--- src/rtl/apb_rb_pkg.sv ---
// Shared types and helpers for the multi-target APB to register-bus bridge.
package apb_rb_pkg;

  typedef enum logic [1:0] {IDLE, STROBE, WAIT, RESP} state_t;
  typedef enum logic {OKAY, SLVERR} resp_t;

  localparam int IDX_CALC_W = 64;

  // Full-width shift so out-of-range upper address bits still reach the range check.
  function automatic logic [IDX_CALC_W-1:0] tgt_index(input logic [IDX_CALC_W-1:0] addr,
                                                      input int unsigned shift);
    return addr >> shift;
  endfunction

endpackage

--- src/rtl/apb_rb_target_mux.sv ---
// Selects one target's read data, acks and errors by index, and fans a single
// read/write strobe request out to a one-hot per-target vector.
module apb_rb_target_mux
  import apb_rb_pkg::*;
#(
  parameter int DATA_WIDTH  = 32,
  parameter int NUM_TARGETS = 2,
  parameter int IDX_W       = 1
) (
  input  logic [IDX_W-1:0]                  sel_idx,
  input  logic [NUM_TARGETS*DATA_WIDTH-1:0] rb_rdata,
  input  logic [NUM_TARGETS-1:0]            rb_wack,
  input  logic [NUM_TARGETS-1:0]            rb_rack,
  input  logic [NUM_TARGETS-1:0]            rb_waddrerr,
  input  logic [NUM_TARGETS-1:0]            rb_raddrerr,
  output logic [DATA_WIDTH-1:0]             sel_rdata,
  output logic                              sel_wack,
  output logic                              sel_rack,
  output logic                              sel_waddrerr,
  output logic                              sel_raddrerr,
  input  logic [IDX_W-1:0]                  fo_idx,
  input  logic                              fo_wr,
  input  logic                              fo_rd,
  output logic [NUM_TARGETS-1:0]            fo_wstrobe,
  output logic [NUM_TARGETS-1:0]            fo_rstrobe
);

  // Compare against each legal index so an out-of-range index never slices past the bus.
  always_comb begin
    sel_rdata    = '0;
    sel_wack     = 1'b0;
    sel_rack     = 1'b0;
    sel_waddrerr = 1'b0;
    sel_raddrerr = 1'b0;
    fo_wstrobe   = '0;
    fo_rstrobe   = '0;
    for (int i = 0; i < NUM_TARGETS; i++) begin
      if (sel_idx == IDX_W'(i)) begin
        sel_rdata    = rb_rdata[i*DATA_WIDTH +: DATA_WIDTH];
        sel_wack     = rb_wack[i];
        sel_rack     = rb_rack[i];
        sel_waddrerr = rb_waddrerr[i];
        sel_raddrerr = rb_raddrerr[i];
      end
      if (fo_idx == IDX_W'(i)) begin
        fo_wstrobe[i] = fo_wr;
        fo_rstrobe[i] = fo_rd;
      end
    end
  end

endmodule

--- src/rtl/apb_regbus_bridge_mc.sv ---
// APB3/APB4 slave bridging onto several register-bus targets with address
// decode, byte strobes, ack-driven completion, timeout and optional privilege check.
module apb_regbus_bridge_mc
  import apb_rb_pkg::*;
#(
  parameter int ADDR_WIDTH  = 16,
  parameter int DATA_WIDTH  = 32,
  parameter int NUM_TARGETS = 2,
  parameter int TGT_SHIFT   = 12,
  parameter int TIMEOUT     = 64,
  parameter int PROT_CHECK  = 0
) (
  input  logic                              clk,
  input  logic                              presetn,
  input  logic [ADDR_WIDTH-1:0]             paddr,
  input  logic                              psel,
  input  logic                              penable,
  input  logic                              pwrite,
  input  logic [DATA_WIDTH-1:0]             pwdata,
  input  logic [DATA_WIDTH/8-1:0]           pstrb,
  input  logic [2:0]                        pprot,
  output logic [DATA_WIDTH-1:0]             prdata,
  output logic                              pready,
  output logic                              pslverr,
  output logic [ADDR_WIDTH-1:0]             rb_addr,
  output logic [DATA_WIDTH-1:0]             rb_wdata,
  output logic [DATA_WIDTH/8-1:0]           rb_wstrb,
  output logic [NUM_TARGETS-1:0]            rb_wstrobe,
  output logic [NUM_TARGETS-1:0]            rb_rstrobe,
  input  logic [NUM_TARGETS*DATA_WIDTH-1:0] rb_rdata,
  input  logic [NUM_TARGETS-1:0]            rb_wack,
  input  logic [NUM_TARGETS-1:0]            rb_rack,
  input  logic [NUM_TARGETS-1:0]            rb_waddrerr,
  input  logic [NUM_TARGETS-1:0]            rb_raddrerr
);

  localparam int STRB_W = DATA_WIDTH / 8;
  localparam int IDX_W  = (NUM_TARGETS > 1) ? $clog2(NUM_TARGETS) : 1;
  localparam int CNT_W  = (TIMEOUT > 0) ? $clog2(TIMEOUT + 1) : 1;
  localparam logic [CNT_W-1:0] CNT_LAST = (TIMEOUT > 0) ? CNT_W'(TIMEOUT - 1) : '0;
  localparam logic [CNT_W-1:0] CNT_MAX  = '1;

  state_t state, nstate;

  logic                  wr_q, wr_d;
  logic [IDX_W-1:0]      idx_q, idx_d;
  logic [CNT_W-1:0]      cnt_q, cnt_d;
  logic [ADDR_WIDTH-1:0] addr_d;
  logic [DATA_WIDTH-1:0] wdata_d, rdata_d;
  logic [STRB_W-1:0]     wstrb_d;
  logic [NUM_TARGETS-1:0] wstrobe_d, rstrobe_d;
  logic                  ready_d;
  resp_t                 resp_d;

  logic [IDX_CALC_W-1:0] idx_full;
  logic [IDX_W-1:0]      idx_dec;
  logic                  idx_ok, prot_ok, req_err, req_noop, setup;
  logic                  issue, issue_wr, issue_rd;
  logic                  ack_hit, err_hit, tmo_hit;
  logic                  unused_prot;

  logic [DATA_WIDTH-1:0]  sel_rdata;
  logic                   sel_wack, sel_rack, sel_waddrerr, sel_raddrerr;
  logic [NUM_TARGETS-1:0] fo_wstrobe, fo_rstrobe;

  assign idx_full    = tgt_index(IDX_CALC_W'(paddr), TGT_SHIFT);
  assign idx_dec     = idx_full[IDX_W-1:0];
  assign idx_ok      = idx_full < IDX_CALC_W'(NUM_TARGETS);
  assign prot_ok     = (PROT_CHECK == 0) || pprot[0];
  assign unused_prot = ^pprot[2:1];
  assign setup       = psel && !penable;
  assign req_err     = !idx_ok || !prot_ok;
  assign req_noop    = pwrite && (pstrb == '0);
  assign issue       = (state == IDLE) && setup && !req_err && !req_noop;
  assign issue_wr    = issue && pwrite;
  assign issue_rd    = issue && !pwrite;

  // Only the selected target's ack of the matching direction can complete an access.
  assign ack_hit = wr_q ? (sel_wack || sel_waddrerr) : (sel_rack || sel_raddrerr);
  assign err_hit = wr_q ? sel_waddrerr : sel_raddrerr;
  assign tmo_hit = (TIMEOUT != 0) && (cnt_q == CNT_LAST);

  apb_rb_target_mux #(
    .DATA_WIDTH (DATA_WIDTH),
    .NUM_TARGETS(NUM_TARGETS),
    .IDX_W      (IDX_W)
  ) u_mux (
    .sel_idx     (idx_q),
    .rb_rdata    (rb_rdata),
    .rb_wack     (rb_wack),
    .rb_rack     (rb_rack),
    .rb_waddrerr (rb_waddrerr),
    .rb_raddrerr (rb_raddrerr),
    .sel_rdata   (sel_rdata),
    .sel_wack    (sel_wack),
    .sel_rack    (sel_rack),
    .sel_waddrerr(sel_waddrerr),
    .sel_raddrerr(sel_raddrerr),
    .fo_idx      (idx_dec),
    .fo_wr       (issue_wr),
    .fo_rd       (issue_rd),
    .fo_wstrobe  (fo_wstrobe),
    .fo_rstrobe  (fo_rstrobe)
  );

  always_ff @(posedge clk or negedge presetn) begin
    if (!presetn) state <= IDLE;
    else          state <= nstate;
  end

  always_comb begin
    nstate = state;
    case (state)
      IDLE:   if (setup) nstate = (req_err || req_noop) ? RESP : STROBE;
      STROBE,
      WAIT: begin
        if (!psel)                          nstate = IDLE;
        else if (ack_hit)                   nstate = RESP;
        else if (state == WAIT && tmo_hit)  nstate = RESP;
        else                                nstate = WAIT;
      end
      RESP:    nstate = IDLE;
      default: nstate = IDLE;
    endcase
  end

  // Next values of every registered output; a dropped psel falls through with all zeros.
  always_comb begin
    wr_d      = wr_q;
    idx_d     = idx_q;
    cnt_d     = cnt_q;
    addr_d    = rb_addr;
    wdata_d   = rb_wdata;
    wstrb_d   = rb_wstrb;
    wstrobe_d = '0;
    rstrobe_d = '0;
    ready_d   = 1'b0;
    resp_d    = OKAY;
    rdata_d   = '0;
    case (state)
      IDLE: begin
        if (setup) begin
          wr_d      = pwrite;
          idx_d     = idx_dec;
          addr_d    = paddr;
          wdata_d   = pwdata;
          wstrb_d   = pstrb;
          wstrobe_d = fo_wstrobe;
          rstrobe_d = fo_rstrobe;
          if (req_err || req_noop) begin
            ready_d = 1'b1;
            resp_d  = req_err ? SLVERR : OKAY;
          end
        end
      end
      STROBE,
      WAIT: begin
        if (state == STROBE)       cnt_d = '0;
        else if (cnt_q != CNT_MAX) cnt_d = cnt_q + 1'b1;
        if (psel) begin
          if (ack_hit) begin
            ready_d = 1'b1;
            resp_d  = err_hit ? SLVERR : OKAY;
            if (!wr_q && !err_hit) rdata_d = sel_rdata;
          end else if (state == WAIT && tmo_hit) begin
            ready_d = 1'b1;
            resp_d  = SLVERR;
          end
        end
      end
      default: ;
    endcase
  end

  always_ff @(posedge clk or negedge presetn) begin
    if (!presetn) begin
      wr_q       <= 1'b0;
      idx_q      <= '0;
      cnt_q      <= '0;
      rb_addr    <= '0;
      rb_wdata   <= '0;
      rb_wstrb   <= '0;
      rb_wstrobe <= '0;
      rb_rstrobe <= '0;
      pready     <= 1'b0;
      pslverr    <= 1'b0;
      prdata     <= '0;
    end else begin
      wr_q       <= wr_d;
      idx_q      <= idx_d;
      cnt_q      <= cnt_d;
      rb_addr    <= addr_d;
      rb_wdata   <= wdata_d;
      rb_wstrb   <= wstrb_d;
      rb_wstrobe <= wstrobe_d;
      rb_rstrobe <= rstrobe_d;
      pready     <= ready_d;
      pslverr    <= (resp_d == SLVERR);
      prdata     <= rdata_d;
    end
  end

endmodule

--- config.mk ---
export PLATFORM = sky130hd
export DESIGN_NAME = apb_regbus_bridge_mc
export DESIGN_NICKNAME = d
export VERILOG_FILES = /design/src/rtl/apb_rb_pkg.sv /design/src/rtl/apb_rb_target_mux.sv /design/src/rtl/apb_regbus_bridge_mc.sv
export SDC_FILE = /design/constraint.sdc
export NUM_CORES = 1
export LEC_CHECK = 0
export BUFFER_PORTS_ARGS = -buffer_cell sky130_fd_sc_hd__buf_2
export CAP_MARGIN = 30
export CELL_PAD_IN_SITES_DETAIL_PLACEMENT = 1
export CELL_PAD_IN_SITES_GLOBAL_PLACEMENT = 1
export CORE_MARGIN = 2
export CORE_UTILIZATION = 30
export CTS_BUF_LIST = sky130_fd_sc_hd__clkbuf_4
export CTS_CLUSTER_SIZE = 40
export DETAILED_ROUTE_END_ITERATION = 8
export PLACE_DENSITY_LB_ADDON = 0.1
export SLEW_MARGIN = 10
export SYNTH_ARGS = -nofsm -noshare
export SYNTH_HDL_FRONTEND = slang
export SYNTH_SLANG_ARGS = --single-unit
--- constraint.sdc ---
create_clock -name clk -period 1.6 [get_ports clk]
set_input_delay 0.16 -clock clk [delete_from_list [all_inputs] [get_ports clk]]
set_output_delay 0.16 -clock clk [all_outputs]
set_load 0.005 [all_outputs]
==> results.md <==
- Root buf cell: clkbuf_4
- I/O Pins: 222
- CP max FO: 6
- Global-route wire length before repair: approximately 24 mm
- Synth Flop Type: dfrtp_1
- Number of synthesized flops with an enable pin: 0
- Syn-to-layout area delta: 73.3%
- Post-route DRC: 0
- Hold crit path type: in2async
- Rows: 43
- Number of global-route vias before repair: 4813
- Least-Margin Pin Slew: 0.451 ns
- Final hold vios: 0
- Commonest non-fill, non-tap cells in the layout: buf_2, nand2_1, dlygate4sd3_1
- Placed insts: roughly 820
- Failing checks: setup timing
- DRT antenna net count: 0
- DR vias: 4354
- Port bufs: 218
- DRT Pass-1 Iters: 4
- Final wirelength: approximately 16 mm
- Core footprint: about 0.014 sq mm
- Grt met3 use: 6.69%
- Post-route minimum period: 1.64 ns
- Die area: 0.0148 sq mm
- Final net count: 918
- R2R Setup Slk: -0.04 ns
- Avg Inst Size Synth: 9.87 sq um
- Die Span Y: 122 um
- H-tree levels: 3
- Seq/Total Area, Yosys: 60.2%
- Critical Path Start Type: flop
- Synthesized cell area: 0.00416 sq mm
- Final std cells w/o fill: 966
- CP arrival: 2.01 ns
- Drt wl/cell: around 16 um
- Sum Neg Setup Slack: -0.0455 ns
- DP HPWL: 9.35 mm
- Maximum capacitance violations: 0
- Post-Syn Instances: 421
- Critical Path RT: between 1.5 and 2 ns
- Worst-Skew Late Latency: 0.48 ns
- Fmax: roughly 600 MHz
- Total CTS buffers: 9
- Final period util: 102%
- Starting Density: 30.3%
- Most common cell after layout, fill and taps aside: buf_2
- Yosys reg bits: 100
- Largest net degree at the start of global routing: 45
- CP Capture Type: flop
- Max IR drop VDD: roughly 0.59 mV
- Clock sink count: 100
- Global-route track usage on met1: 24.2%
- Setup CP Type: reg2reg
- Yosys warning count: 0
- Overall Global Routing Usage: 21.3%
- PD cells: 1350 mW/mm^2
- Reg clk slew, reported paths: around 0.15 ns
- FILL cells: 1625
- Status: finished with violations
- Gpl congestion: between 0.8 and 0.9
- Slew margin rel.: between 60% and 70%
- Via/cell ratio: 4.51
- Leak Pwr: 3.88 nW
- Worst r2r src: wr_q
- Setup violators final: 2
- 1st-iter DRT viols: 139
- RSZ-0062 raised after global routing: true
- Routing usage on met2: 37.8%
- Total grt overflow: 0
- Number of library cell types mapped by synthesis: 34
- Share of post-route cells with drive strength above 1: a little under two fifths
- Syn_nets: 559
- RR Endpoint: pslverr
- Clk_skew: 0.0228 ns
- Worst r2r path cells: 4
- TritonCTS clock tree: built
- GRT busiest layer: met2
- Final count of pins violating max slew: 0
- Initial antenna violation count: 1
- Die span in x: 122 um
- Clk buf depth: 2
- Final Worst Setup Slack: -0.0398 ns
- Asr flop ratio synth: between 90% and 100%
==> cells in the mapped netlist (all sizes together), types with 2 or more instances <==
cell type / n / area, sq um
nand2: 164 / 616
dfrtp: 100 / 2500
nor2: 42 / 158
mux2i: 33 / 330
buf: 10 / 55.1
clkbuf: 10 / 37.5
inv: 8 / 30.0
a21oi: 7 / 35.0
o21ai: 7 / 35.0
ha: 6 / 75.1
nor4: 6 / 43.8
nand2b: 3 / 18.8
nand3: 3 / 20.0
or3: 3 / 18.8
a21o: 2 / 15.0
and2: 2 / 12.5
nor3: 2 / 10.0
nor4b: 2 / 23.8
==> per-stage QoR <==
stage | power [mW] | utilization, % | hold WS [ns] | setup WS, ns | instance area, sq um
global route | 10.5 | 52.5 | 0.0641 | -0.0711 | 7200
finish | 9.72 | 52.5 | 0.0886 | -0.0398 | 7200
CTS | 9.51 | 51.5 | 0.0613 | -0.0312 | 7060
global placement | 7.34 | 41.0 | 0.0577 | -0.0340 | 5630
floorplan | 5.70 | - | -0.136 | 0.0146 | 4160
detailed placement | 7.51 | 41.0 | 0.0574 | -0.122 | 5630
==> timing repair <==
action                     CTS  global route
hold buffers               118             0
setup buffers                3             5
setup endpoints to repair   44            88
gates resized for setup     14            16
hold endpoints to repair   188             0
pin swaps                    1             4
gates cloned                 0             1
==> where the power goes <==
group / internal (mW) / total, mW / switching (mW)
sequential: 3.35 / 3.82 / 0.469
combinational: 2.22 / 4.36 / 2.13
clock: 0.642 / 1.54 / 0.900
==> per-layer routing <==
metal / part of all wire [%] / up-vias
met5: 0 / -
met4: 2.6 / 0
met3: 6.1 / 34
met2: 51 / 151
met1: 40 / 2097
li1: - / 2072
==> how the worst max path moves through the flow <==
stage           startpoint       end  slack [ns]
6_report              wr_q   pslverr       -0.04
4_1_cts        rb_addr[12]   pslverr       -0.03
5_1_grt        rb_addr[12]   pslverr       -0.07
2_1_floorplan     state[0]  cnt_q[3]        0.01
3_3_place_gp      state[0]  cnt_q[2]       -0.03
3_5_place_dp      state[0]  cnt_q[2]       -0.12
==> critical path: stages, from the launching register on <==
cell	delay, ns
dfrtp_2	0.49
nor4bb_1	0.18
or4_1	0.53
a21o_1	0.17
a22o_1	0.18
==> layout make-up <==
class | instances | area (sq um) | area share, %
Tap cell | 180 | 225 | 3.13
Antenna cell | 1 | 2.50 | 0.0348
Multi-Input combinational cell | 293 | 1650 | 22.9
Inverter | 8 | 30.0 | 0.417
Sequential cell | 100 | 2500 | 34.8
Clock inverter | 7 | 98.8 | 1.37
Timing Repair Buffer | 368 | 2620 | 36.4
Clock buffer | 9 | 67.6 | 0.938
==> flip-flops by register name, indices dropped and copies added, names as in the netlist <==
name and flops:
rb_wstrb 4, prdata 32, state 2, cnt_q 7, rb_addr 16, pslverr 1
rb_wstrobe 2, wr_q 1, pready 1, rb_wdata 32, rb_rstrobe 2
==> kinds of logic after synthesis <==
family | share of synthesized area, %
simple gates | 23.1
compound gates | 3.31
fa+ha+maj | 1.81
buf+inv | 2.95
flops | 60.2
mux | 8.58
No activity file was read; power rests on OpenSTA's default activity.
